<file path="config.mk">
export PLATFORM = sky130hd
export DESIGN_NAME = pipe_ctrl
export DESIGN_NICKNAME = d
export VERILOG_FILES = /design/src/rtl/cpu_types_pkg.sv /design/src/rtl/hazard_detect.sv /design/src/rtl/pipe_ctrl.sv
export SDC_FILE = /design/constraint.sdc
export NUM_CORES = 1
export LEC_CHECK = 0
export BUFFER_PORTS_ARGS = -buffer_cell sky130_fd_sc_hd__buf_2
export CAP_MARGIN = 40
export CORE_UTILIZATION = 32
export DETAILED_ROUTE_END_ITERATION = 12
export PLACE_DENSITY = 0.69
export SETUP_SLACK_MARGIN = 0.2
export SLEW_MARGIN = 30
export SYNTH_ARGS = -nofsm -noshare
export SYNTH_HDL_FRONTEND = slang
export SYNTH_SLANG_ARGS = --single-unit
export TNS_END_PERCENT = 100
</file>
<file path="constraint.sdc">
create_clock -name CLK -period 1.9 [get_ports CLK]
set_input_delay 0.38 -clock CLK [delete_from_list [all_inputs] [get_ports CLK]]
set_output_delay 0.38 -clock CLK [all_outputs]
set_load 0.1 [all_outputs]
</file>
<file path="src/rtl/cpu_types_pkg.sv">
`default_nettype none
// ============================================================================
//  Module      : cpu_types_pkg
//  Description : Shared types for the pipeline controller: the sequencer state
//                encoding, register-field type and held-hit helpers.
//  Revision    : 1.0  initial release
// ============================================================================
package cpu_types_pkg;

  // Width of an architectural register specifier.
  localparam int REG_W = 5;

  typedef logic [REG_W-1:0] regbits_t;

  // Sequencer states. The *_DONE states remember a cache hit that has already
  // been consumed while the other side of the pipeline is still waiting.
  typedef enum logic [2:0] {
    RUN     = 3'd0,
    I_DONE  = 3'd1,
    D_DONE  = 3'd2,
    ID_DONE = 3'd3,
    HALTED  = 3'd4
  } pctrl_state_t;

  // True when the instruction fetch for the current slot is already satisfied.
  function automatic logic fetch_held(input pctrl_state_t s);
    return (s == I_DONE) || (s == ID_DONE);
  endfunction

  // True when the data access for the current slot is already satisfied.
  function automatic logic data_held(input pctrl_state_t s);
    return (s == D_DONE) || (s == ID_DONE);
  endfunction

endpackage
`default_nettype wire

</file>
<file path="src/rtl/hazard_detect.sv">
`default_nettype none
// ============================================================================
//  Module      : hazard_detect
//  Description : Load-use hazard detection between the ID and EX stages.
//                Flags when the instruction in ID reads a register that the
//                load in EX has not yet produced. x0 never creates a hazard.
//  Revision    : 1.0  initial release
// ============================================================================
module hazard_detect
  import cpu_types_pkg::*;
(
  input  regbits_t rs1_id,
  input  regbits_t rs2_id,
  input  regbits_t rd_ex,
  input  logic     memtoreg_ex,
  output logic     lu
);

  logic rd_nonzero;
  logic src_match;

  // Compare the load destination against both ID-stage sources.
  always_comb begin
    rd_nonzero = (rd_ex != '0);
    src_match  = (rd_ex == rs1_id) || (rd_ex == rs2_id);
    lu         = memtoreg_ex & rd_nonzero & src_match;
  end

endmodule
`default_nettype wire

</file>
<file path="src/rtl/pipe_ctrl.sv">
`default_nettype none
// ============================================================================
//  Module      : pipe_ctrl
//  Description : Stall/flush sequencer for the 5-stage pipeline. Decides each
//                cycle whether the stage registers load, hold or load a
//                bubble, gates cache requests so a satisfied access is not
//                reissued, freezes on halt and counts stall cycles.
//  Revision    : 1.0  initial release
// ============================================================================
module pipe_ctrl
  import cpu_types_pkg::*;
#(
  parameter int STALL_W = 16
) (
  input  logic               CLK,
  input  logic               nRST,
  // cache handshake
  input  logic               ihit,
  input  logic               dhit,
  input  logic               dmemREN_mem,
  input  logic               dmemWEN_mem,
  output logic               iREN_out,
  output logic               dREN_out,
  output logic               dWEN_out,
  // hazard sources
  input  regbits_t           rs1_id,
  input  regbits_t           rs2_id,
  input  regbits_t           rd_ex,
  input  logic               memtoreg_ex,
  input  logic               taken_ex,
  input  logic               halt_wb,
  // pipeline register control
  output logic               pc_en,
  output logic               en_ifid,
  output logic               en_idex,
  output logic               en_exmem,
  output logic               en_memwb,
  output logic               flush_ifid,
  output logic               flush_idex,
  output logic               halt,
  output logic [STALL_W-1:0] stall_cnt
);

  pctrl_state_t state;
  pctrl_state_t next_state;

  logic mem_op;
  logic i_ok;
  logic d_ok;
  logic adv;
  logic lu;
  logic got_d;
  logic halted;
  logic req_i_phase;
  logic req_d_phase;

  hazard_detect u_hazard (
    .rs1_id      (rs1_id),
    .rs2_id      (rs2_id),
    .rd_ex       (rd_ex),
    .memtoreg_ex (memtoreg_ex),
    .lu          (lu)
  );

  // State register; reset abandons any held hit so the access is reissued.
  always_ff @(posedge CLK or negedge nRST) begin
    if (!nRST) begin
      state <= RUN;
    end else begin
      state <= next_state;
    end
  end

  // Advance decision, next state, request gating and stage-register control.
  always_comb begin
    next_state  = state;
    halted      = (state == HALTED);
    mem_op      = dmemREN_mem | dmemWEN_mem;
    i_ok        = ihit | fetch_held(state);
    got_d       = (mem_op & dhit) | data_held(state);
    d_ok        = !mem_op | got_d;
    adv         = i_ok & d_ok & !halted;

    // A side may only request while its hit has not been captured yet.
    req_i_phase = (state == RUN) || (state == D_DONE);
    req_d_phase = (state == RUN) || (state == I_DONE);

    if (halted) begin
      next_state = HALTED;
    end else if (adv) begin
      next_state = halt_wb ? HALTED : RUN;
    end else begin
      // Remember whichever hits have been seen for the stalled slot.
      case ({i_ok, got_d})
        2'b11:   next_state = ID_DONE;
        2'b10:   next_state = I_DONE;
        2'b01:   next_state = D_DONE;
        default: next_state = RUN;
      endcase
    end

    iREN_out   = req_i_phase;
    dREN_out   = dmemREN_mem & req_d_phase;
    dWEN_out   = dmemWEN_mem & req_d_phase;

    // The back half always moves on an advance; the front holds for a
    // load-use bubble unless a taken branch redirects and squashes it anyway.
    en_exmem   = adv;
    en_memwb   = adv;
    en_idex    = adv;
    en_ifid    = adv & (!lu | taken_ex);
    pc_en      = adv & (!lu | taken_ex);
    flush_idex = adv & (lu | taken_ex);
    flush_ifid = adv & taken_ex;
  end

  // Sticky halt indication follows the registered state.
  always_comb begin
    halt = (state == HALTED);
  end

  // Saturating count of cycles where the running machine could not advance.
  always_ff @(posedge CLK or negedge nRST) begin
    if (!nRST) begin
      stall_cnt <= '0;
    end else if (!halted && !adv && (stall_cnt != {STALL_W{1'b1}})) begin
      stall_cnt <= stall_cnt + STALL_W'(1);
    end
  end

endmodule
`default_nettype wire
</file>
## Word level (Yosys, flattened, before mapping)

Index checks and enable logic that the tools add are counted.

| storage, ports and cells | value |
|---|---|
| word-level logic and storage cells | 46 |
| bits of input ports | 24 |
| register bits | 19 |

| cells by class | value |
|---|---|
| equality and inequality tests | 10 |
| bitwise logic cells | 16 |
| multiplexer cells | 4 |
| reduce and logical (&&, ||, !) cells | 13 |
| add/sub/neg operators | 1 |

Operators with widths:

| operator | count |
|---|---|
| $add 16x1->16 const B | 1 |
| $ne 16x16->1 const B | 1 |
| $and 1x1->1 | 10 |
| $eq 5x5->1 | 2 |
| $mux 3 | 3 |
| $eq 3x2->1 const B | 2 |
| $or 1x1->1 | 6 |
| $pmux 2 s3 | 1 |
| $logic_or 1x1->1 | 5 |
| $reduce_bool 5->1 | 1 |
| $eq 2x2->1 const B | 2 |
| $logic_not 1->1 | 4 |
| $eq 3x1->1 const B | 1 |
| $eq 3x3->1 const B | 1 |
| $logic_not 3->1 | 1 |
| $eq 2x1->1 const B | 1 |
| $logic_and 1x1->1 | 2 |

## Logic depth before layout (Yosys ltp)

Gate-level depths: netlist of the first run.

| logic depth | value |
|---|---|
| depth after elaboration | 9 |
| mapped depth | 6 |

## Cells and area by module

Synthesis of the first run repeated with hierarchy kept, for this count alone.

| second synthesis, totals | value |
|---|---|
| cell total of the unflattened synthesis | 125 |
| area, all modules | 1,184.9 µm² |

Modules (own cells, without submodules):

| module | times used | cells an instance | area an instance (µm²) |
|---|---|---|---|
| pipe_ctrl | 1 | 108 | 1,059.8 |
| hazard_detect | 1 | 17 | 125.1 |

## Worst setup path before layout of the first run

OpenSTA, ideal clock, no wires.

| timing | value |
|---|---|
| kind | input to output |
| start point | in dmemWEN_mem |
| end point | out flush_idex |
| data required time | 1.520 ns |
| buffers on the path | 0 |
| arrival | 5.584 ns |
| slack | -4.064 ns |
| stages on the path | 4 |
| path through | o21bai_1 > nand2_1 > a211oi_1 > a21boi_0 |

| on the way | value |
|---|---|
| word-level cells in the longest chain between the ends | 7 |
| elaborated cells on any way between the ends | 8 |

Ends and longest elaborated chain:

| item | RTL line | text |
|---|---|---|
| from (decl) | pipe_ctrl.sv:21 | `input logic dmemWEN_mem,` |
| $or 1x1->1 (*) | pipe_ctrl.sv:78 | `mem_op = dmemREN_mem \| dmemWEN_mem;` |
| $and 1x1->1 | pipe_ctrl.sv:80 | `got_d = (mem_op & dhit) \| data_held(state);` |
| $or 1x1->1 | pipe_ctrl.sv:80 |  |
| $or 1x1->1 (*) | pipe_ctrl.sv:81 | `d_ok = !mem_op \| got_d;` |
| $and 1x1->1 (*) (2 in series) | pipe_ctrl.sv:82 | `adv = i_ok & d_ok & !halted;` |
| via en_exmem | pipe_ctrl.sv:36 | `output logic en_exmem,` |
| $and 1x1->1 (*) | pipe_ctrl.sv:113 | `flush_idex = adv & (lu \| taken_ex);` |
| to (decl) | pipe_ctrl.sv:39 | `output logic flush_idex,` |

Mark *: on every way through the listed nets, which the timed path passes. The rest lies on a longest branch.

## Final worst setup path of the first run

| timing | value |
|---|---|
| start point | in rd_ex[3] |
| end point | out flush_idex |

| on the way | value |
|---|---|
| word-level cells in the longest chain between the ends | 5 |
| elaborated cells on any way between the ends | 8 |

Ends and longest elaborated chain:

| item | RTL line | text |
|---|---|---|
| from (decl) | pipe_ctrl.sv:28 | `input regbits_t rd_ex,` |
| $reduce_bool 5->1 or $eq 5x5->1 (tied branches) | hazard_detect.sv:24, hazard_detect.sv:25 |  |
| $and 1x1->1 or $logic_or 1x1->1 (tied branches) | hazard_detect.sv:26, hazard_detect.sv:25 |  |
| $and 1x1->1 (*) | hazard_detect.sv:26 | `lu = memtoreg_ex & rd_nonzero & src_match;` |
| $or 1x1->1 (*) | pipe_ctrl.sv:113 |  |
| $and 1x1->1 (*) | pipe_ctrl.sv:113 |  |

Every way passes the cells marked *; elsewhere a longest branch is shown, timed or not.

==> flow_summary.ini, run 1 <==
[status]
status = finished with violations
violations = negative setup slack

[global_route]
grt_pass1_wl_microns = 5160
grt_pass1_vias = 1204
gr-total-overflow = 0
antenna_found_initial = 0
grt_max_degree = 20
track_usage_pct = 16.0

[synthesis]
synth_commonest_cells = dfrtp_1, xnor2_1, xor2_1, nand2_1, nand3_1
synth_top_area_share_pct = 39.5
synth_cell_types = 41
synth_edf_count = 0
ys_ff_latch = 19
yosysTopAreaCell = dfrtp_1
ys_top_cells_by_area = dfrtp_1, xnor2_1, xor2_1, nand3_1, nand4_1
ys.flop_type = dfrtp_1
syn_nets = 145
synthArstFlopShare_pct = 100
avgSynthCellArea_sq_um = 10.0
yosysWarnings = 0
yosysSeqAreaShare_pct = 39.5
syn-instance-count = 120
yosysMostFrequentCell = dfrtp_1
synth_area_sq_mm = 0.00120

[cells_and_area]
antenna_cells = 0
n_fill_cell = 276
stdcell_area_sq_mm = 0.00209
drive_gt1_share_pct = 67.9
synthToLayoutAreaGrowth_pct = 73.8
nNetsFinal = 210
final_cells = 230
final_core_util_pct = 60.3

[sta]
period_needed_ns = 1.97
fin_tns_setup_ns = -0.167
max_freq_mhz = 508
final_hold_viol_count = 0
slew_headroom_pct = 67.1
final.setup_skew_ns = 0.00529
hold-worst-slack_ns = 0.0447
setup_viol = 3
period_share_pct = 104
rsz0062_at_grt = yes
tightest_slew_ns = 0.497
drv_slew = 0
fin_ws_ns = -0.0696

[drt]
via_per_inst = 4.99
wirelength_microns = 3200
drt_first_pass_iters = 2
routedWlPerCell_microns = 13.9
drtIter0Drc = 12
ant_nets = 0
drc_errors = 0
num_vias = 1147

[setup_path]
crit_type = in2out
cpPeakStageDelay_ns = 0.53
critPathCaptureType = output port
worstPathRequired_ns = 1.52
worstSetupStartpointType = primary input
worst-path-buf-inv = 3
crit_family = simple AND/OR/NAND/NOR gates
cp_max_fo = 3
crit_arrival_ns = 1.59
cp_slowest_cell = or4_4
crit_chain = buf_8, or4_4, o221ai_2, buf_4, a21boi_4, buf_12

[clock_tree]
numCtsBuffers = 3
cts_max_level = 1
clk_path_buf_depth = 2
cts-root-buf = clkbuf_8
path_clk_slew_ns = 0.08
cts_tree = built
clkSinkCount = 19
insertion_delay_ns = 0.26

[power]
p_per_area_mw_per_mm2 = 1740
leakagePower_nw = 0.903
p_comb_share_pct = 72.6
p_seq_share_pct = 19.6
p_int_mw = 1.55
power_frac_clock_pct = 7.8
p_sw_share_pct = 57.5
power.total_mw = 3.64
vdd_drop_max_mv = 1.31
switchingPower_mw = 2.09

[die]
coreArea_sq_mm = 0.00347
die-area_sq_mm = 0.00401
placementRows = 21
boundaryPins = 51
die_y_microns = 63.3
start_util_pct = 34.7
die_w_microns = 63.3

[placement]
dp.cells = 218
gp_congestion = 0.786
numPortBuffers = 50
dp_slack_ns = -0.199
placed_area_sq_mm = 0.00181
hpwl_microns = 2360

[run]
cap_violations = 0

[min_path]
hold_path_class = in2async
## placed cells by master, fill, tap and decap left out, types with 7 or more instances in the layout
cell type / count
xnor2_1: 7
xor2_1: 10
buf_2: 34
dfrtp_2: 8
nand2_1: 7
buf_6: 9
buf_4: 11
buf_12: 9
dfrtp_4: 10
nand3_1: 7
## power groups by stage
stage	clock (mW)	sequential [mW]	combinational, mW
6_report	0.285	0.713	2.65
4_1_cts	0.288	0.706	2.52
2_1_floorplan	0	1.25	1.35
3_5_place_dp	0	0.716	2.44
3_3_place_gp	0	0.706	2.40
5_1_grt	0.305	0.732	2.76
## routing by layer
metal | share of wire, % | GRT usage, % | wire length, microns | up-vias
li1 | - | - | - | 553
met1 | 42 | 18.2 | 1360 | 555
met2 | 53 | 29.9 | 1680 | 37
met3 | 4.5 | 2.72 | 144 | 2
met4 | 0.44 | 4.55 | 14 | 0
met5 | 0 | 0 | 0 | -
## area by class of cell
class	instances	area, sq um	area share (%)
multi-input cells	96	912	43.6
repair buffers	64	549	26.3
flip-flops and latches	19	523	25.0
well taps	46	57.6	2.75
clock buffers	3	41.3	1.97
clock inverters	1	5.00	0.239
inverters	1	3.75	0.179
## final timing paths
path                               start       endpoint  slack, ns  cells after the start
setup / recovery                rd_ex[3]     flush_idex      -0.07                      6
hold reg to reg            stall_cnt[11]  stall_cnt[11]       0.50                      1
hold / removal                      nRST  stall_cnt[13]       0.04                      1
max in group asynchronous           nRST   stall_cnt[3]       1.52                      1
setup reg to reg            stall_cnt[0]   stall_cnt[4]       0.14                      7
min in group CLK                 halt_wb       state[2]       0.34                      2
## sequential cells by signal (all words and copies together) (netlist names)
register / cells
stall_cnt: 16
state: 3
## worst reg2reg max path, stage by stage (launching register included)
cell and delay [ns]:
dfrtp_4 0.51, ha_4 0.18, and3_4 0.19, nand4_4 0.10
nor2_4 0.06, buf_12 0.14, nor4b_4 0.31, xor2_1 0.18
## repair_timing
item,in CTS,in global routing
hold buffers,0,0
setup endpoints to repair,10,16
pin swaps,8,20
buffers inserted,2,6
cloned,0,0
resized for setup,17,17
## cell families (layout without fill, tap and decap cells)
kind of cell | after synthesis | count (layout) | synth area share, %
simple gates | 54 | 54 | 28.0
xor+xnor | 21 | 21 | 15.3
flops | 19 | 19 | 39.5
compound gates | 16 | 16 | 9.04
buf+inv | 5 | 69 | 3.12
mux | 4 | 4 | 4.05
fa+ha+maj | 1 | 1 | 1.04
Power figures use the tool's default switching activity.
==> run 2, diff against run 1 <==
--- a/config.mk
+++ b/config.mk
@@ -7,7 +7,9 @@
 export LEC_CHECK = 0
 export BUFFER_PORTS_ARGS = -buffer_cell sky130_fd_sc_hd__buf_2
 export CAP_MARGIN = 40
+export CORE_MARGIN = 2
 export CORE_UTILIZATION = 32
+export CTS_BUF_LIST = sky130_fd_sc_hd__clkbuf_4 sky130_fd_sc_hd__clkbuf_8 sky130_fd_sc_hd__clkbuf_16
 export DETAILED_ROUTE_END_ITERATION = 12
 export PLACE_DENSITY = 0.69
 export SETUP_SLACK_MARGIN = 0.2
==> flow_summary.ini, run 2 (synthesized netlist as in run 1, its figures left out) <==
[status]
status = finished with violations
violations = negative setup slack

[clock_tree]
cts_tree = built
path_clk_slew_ns = 0.08
clkSinkCount = 19
cts-root-buf = clkbuf_8
numCtsBuffers = 3
cts_hold_buffers = 0
cts_max_level = 1
insertion_delay_ns = 0.25
clk_path_buf_depth = 2

[power]
p_comb_share_pct = 74.7
p_per_area_mw_per_mm2 = 1760
power_frac_clock_pct = 7.2
p_seq_share_pct = 18.1
p_int_mw = 1.74
power.total_mw = 3.92
switchingPower_mw = 2.19
p_sw_share_pct = 55.7
vdd_drop_max_mv = 1.12
leakagePower_nw = 0.975

[setup_path]
crit_chain = buf_2, or4_4, o221ai_2, buf_4, a21boi_4, buf_12
worst-path-buf-inv = 3
crit_type = in2out
cpPeakStageDelay_ns = 0.55
crit_family = simple AND/OR/NAND/NOR gates
worstPathRequired_ns = 1.52
critPathCaptureType = output port
worstSetupStartpointType = primary input
cp_max_fo = 3
cp_num_cells = 6
crit_arrival_ns = 1.64
cp_slowest_cell = or4_4
r2r_cells = 7

[cells_and_area]
antenna_cells = 0
multi_input_area_sq_um = 955
largest_reg_flops = 16
final_core_util_pct = 61.4
nNetsFinal = 221
synthToLayoutAreaGrowth_pct = 85.2
drive_gt1_share_pct = 71.3
layout_commonest_cell = buf_2
seqCellArea_sq_um = 523
stdcell_area_sq_mm = 0.00223
regMostFlops = stall_cnt
n_fill_cell = 306
mostFrequentLayoutCells = buf_2, buf_4, buf_12
reg.largest.list = stall_cnt (16), state (3)

[placement]
placed_area_sq_mm = 0.00186
numPortBuffers = 50
hpwl_microns = 2590
gp_congestion = 0.754

[sta]
rsz0062_at_grt = yes
period_needed_ns = 2.02
period_share_pct = 106
drv_slew = 0
setup_viol = 7
final_hold_viol_count = 0
tightest_slew_ns = 0.488
fin_tns_setup_ns = -0.481
slew_headroom_pct = 67.7
fin_ws_ns = -0.115
final.setup_skew_ns = 0.00807
max_freq_mhz = 496

[die]
start_util_pct = 33.1
die_w_microns = 65.3
boundaryPins = 51
die_y_microns = 65.3
placementRows = 22
coreArea_sq_mm = 0.00363
die-area_sq_mm = 0.00427

[drt]
ant_nets = 0
wirelength_microns = 3650
via_per_inst = 4.93
drtIter0Drc = 33
drc_errors = 0
routedWlPerCell_microns = 15.0
drt_first_pass_iters = 4
num_vias = 1198

[global_route]
antenna_found_initial = 0
grt_pass1_wl_microns = 5580
gr-total-overflow = 0
track_usage_pct = 16.8
grt_max_degree = 20
grt_pass1_vias = 1213

[min_path]
hold_path_class = in2async

[run]
cap_violations = 0
run 2: changes by cell type in the layout (fill, tap and decap cells not counted), moves of 2 or more:
cell,previous run,this run
buf_4,11,17
buf_2,34,39
buf_12,9,12
nor2_4,2,5
buf_6,9,7
mux2_4,2,4
nor2_2,3,1
nor3_4,0,2
run 2: stage by stage:
step                hold slack (ns)  std cells  setup WS (ns)
CTS                          0.0703        230         -0.113
floorplan                    0.0844        120         -0.853
global route                 0.0796        243         -0.157
finish                       0.0631        243         -0.115
detailed placement            0.348        220         -0.192
global placement              0.341        220         -0.142
run 2: power by group through the flow:
stage	clock, mW	sequential [mW]	combinational, mW
final	0.281	0.710	2.93
after global routing	0.308	0.736	3.05
after CTS	0.284	0.707	2.72
after detailed placement	0	0.727	2.50
after global placement	0	0.718	2.45
after floorplan	0	1.25	1.35
run 2: layout make-up:
cell class | instances | area share (%)
Timing Repair Buffer | 75 | 28.8
Multi-Input combinational cell | 96 | 42.8
Clock inverter | 1 | 0.224
Inverter | 1 | 0.168
Tap cell | 48 | 2.69
Clock buffer | 3 | 1.85
Sequential cell | 19 | 23.5
run 2: path summary, 6_finish.rpt:
check                         startpoint       endpoint  slack [ns]
max                             rd_ex[0]     flush_idex       -0.12
min                                 nRST  stall_cnt[10]        0.06
max in group asynchronous           nRST   stall_cnt[7]        1.48
max reg2reg                 stall_cnt[0]   stall_cnt[5]        0.21
min reg2reg                stall_cnt[13]  stall_cnt[13]        0.49
min in group CLK                 halt_wb       state[2]        0.32
run 2: repair_timing:
item | in CTS | in global routing
pin swaps | 6 | 22
gates resized for setup | 17 | 20
setup endpoints to repair | 12 | 17
setup buffers | 6 | 13
run 2: metal layers:
metal / part of all wire [%] / global-route usage [%]
met5: 0 / 0
met4: 0.88 / 4.95
met3: 3.4 / 2.05
met2: 56 / 32.9
met1: 40 / 18.5
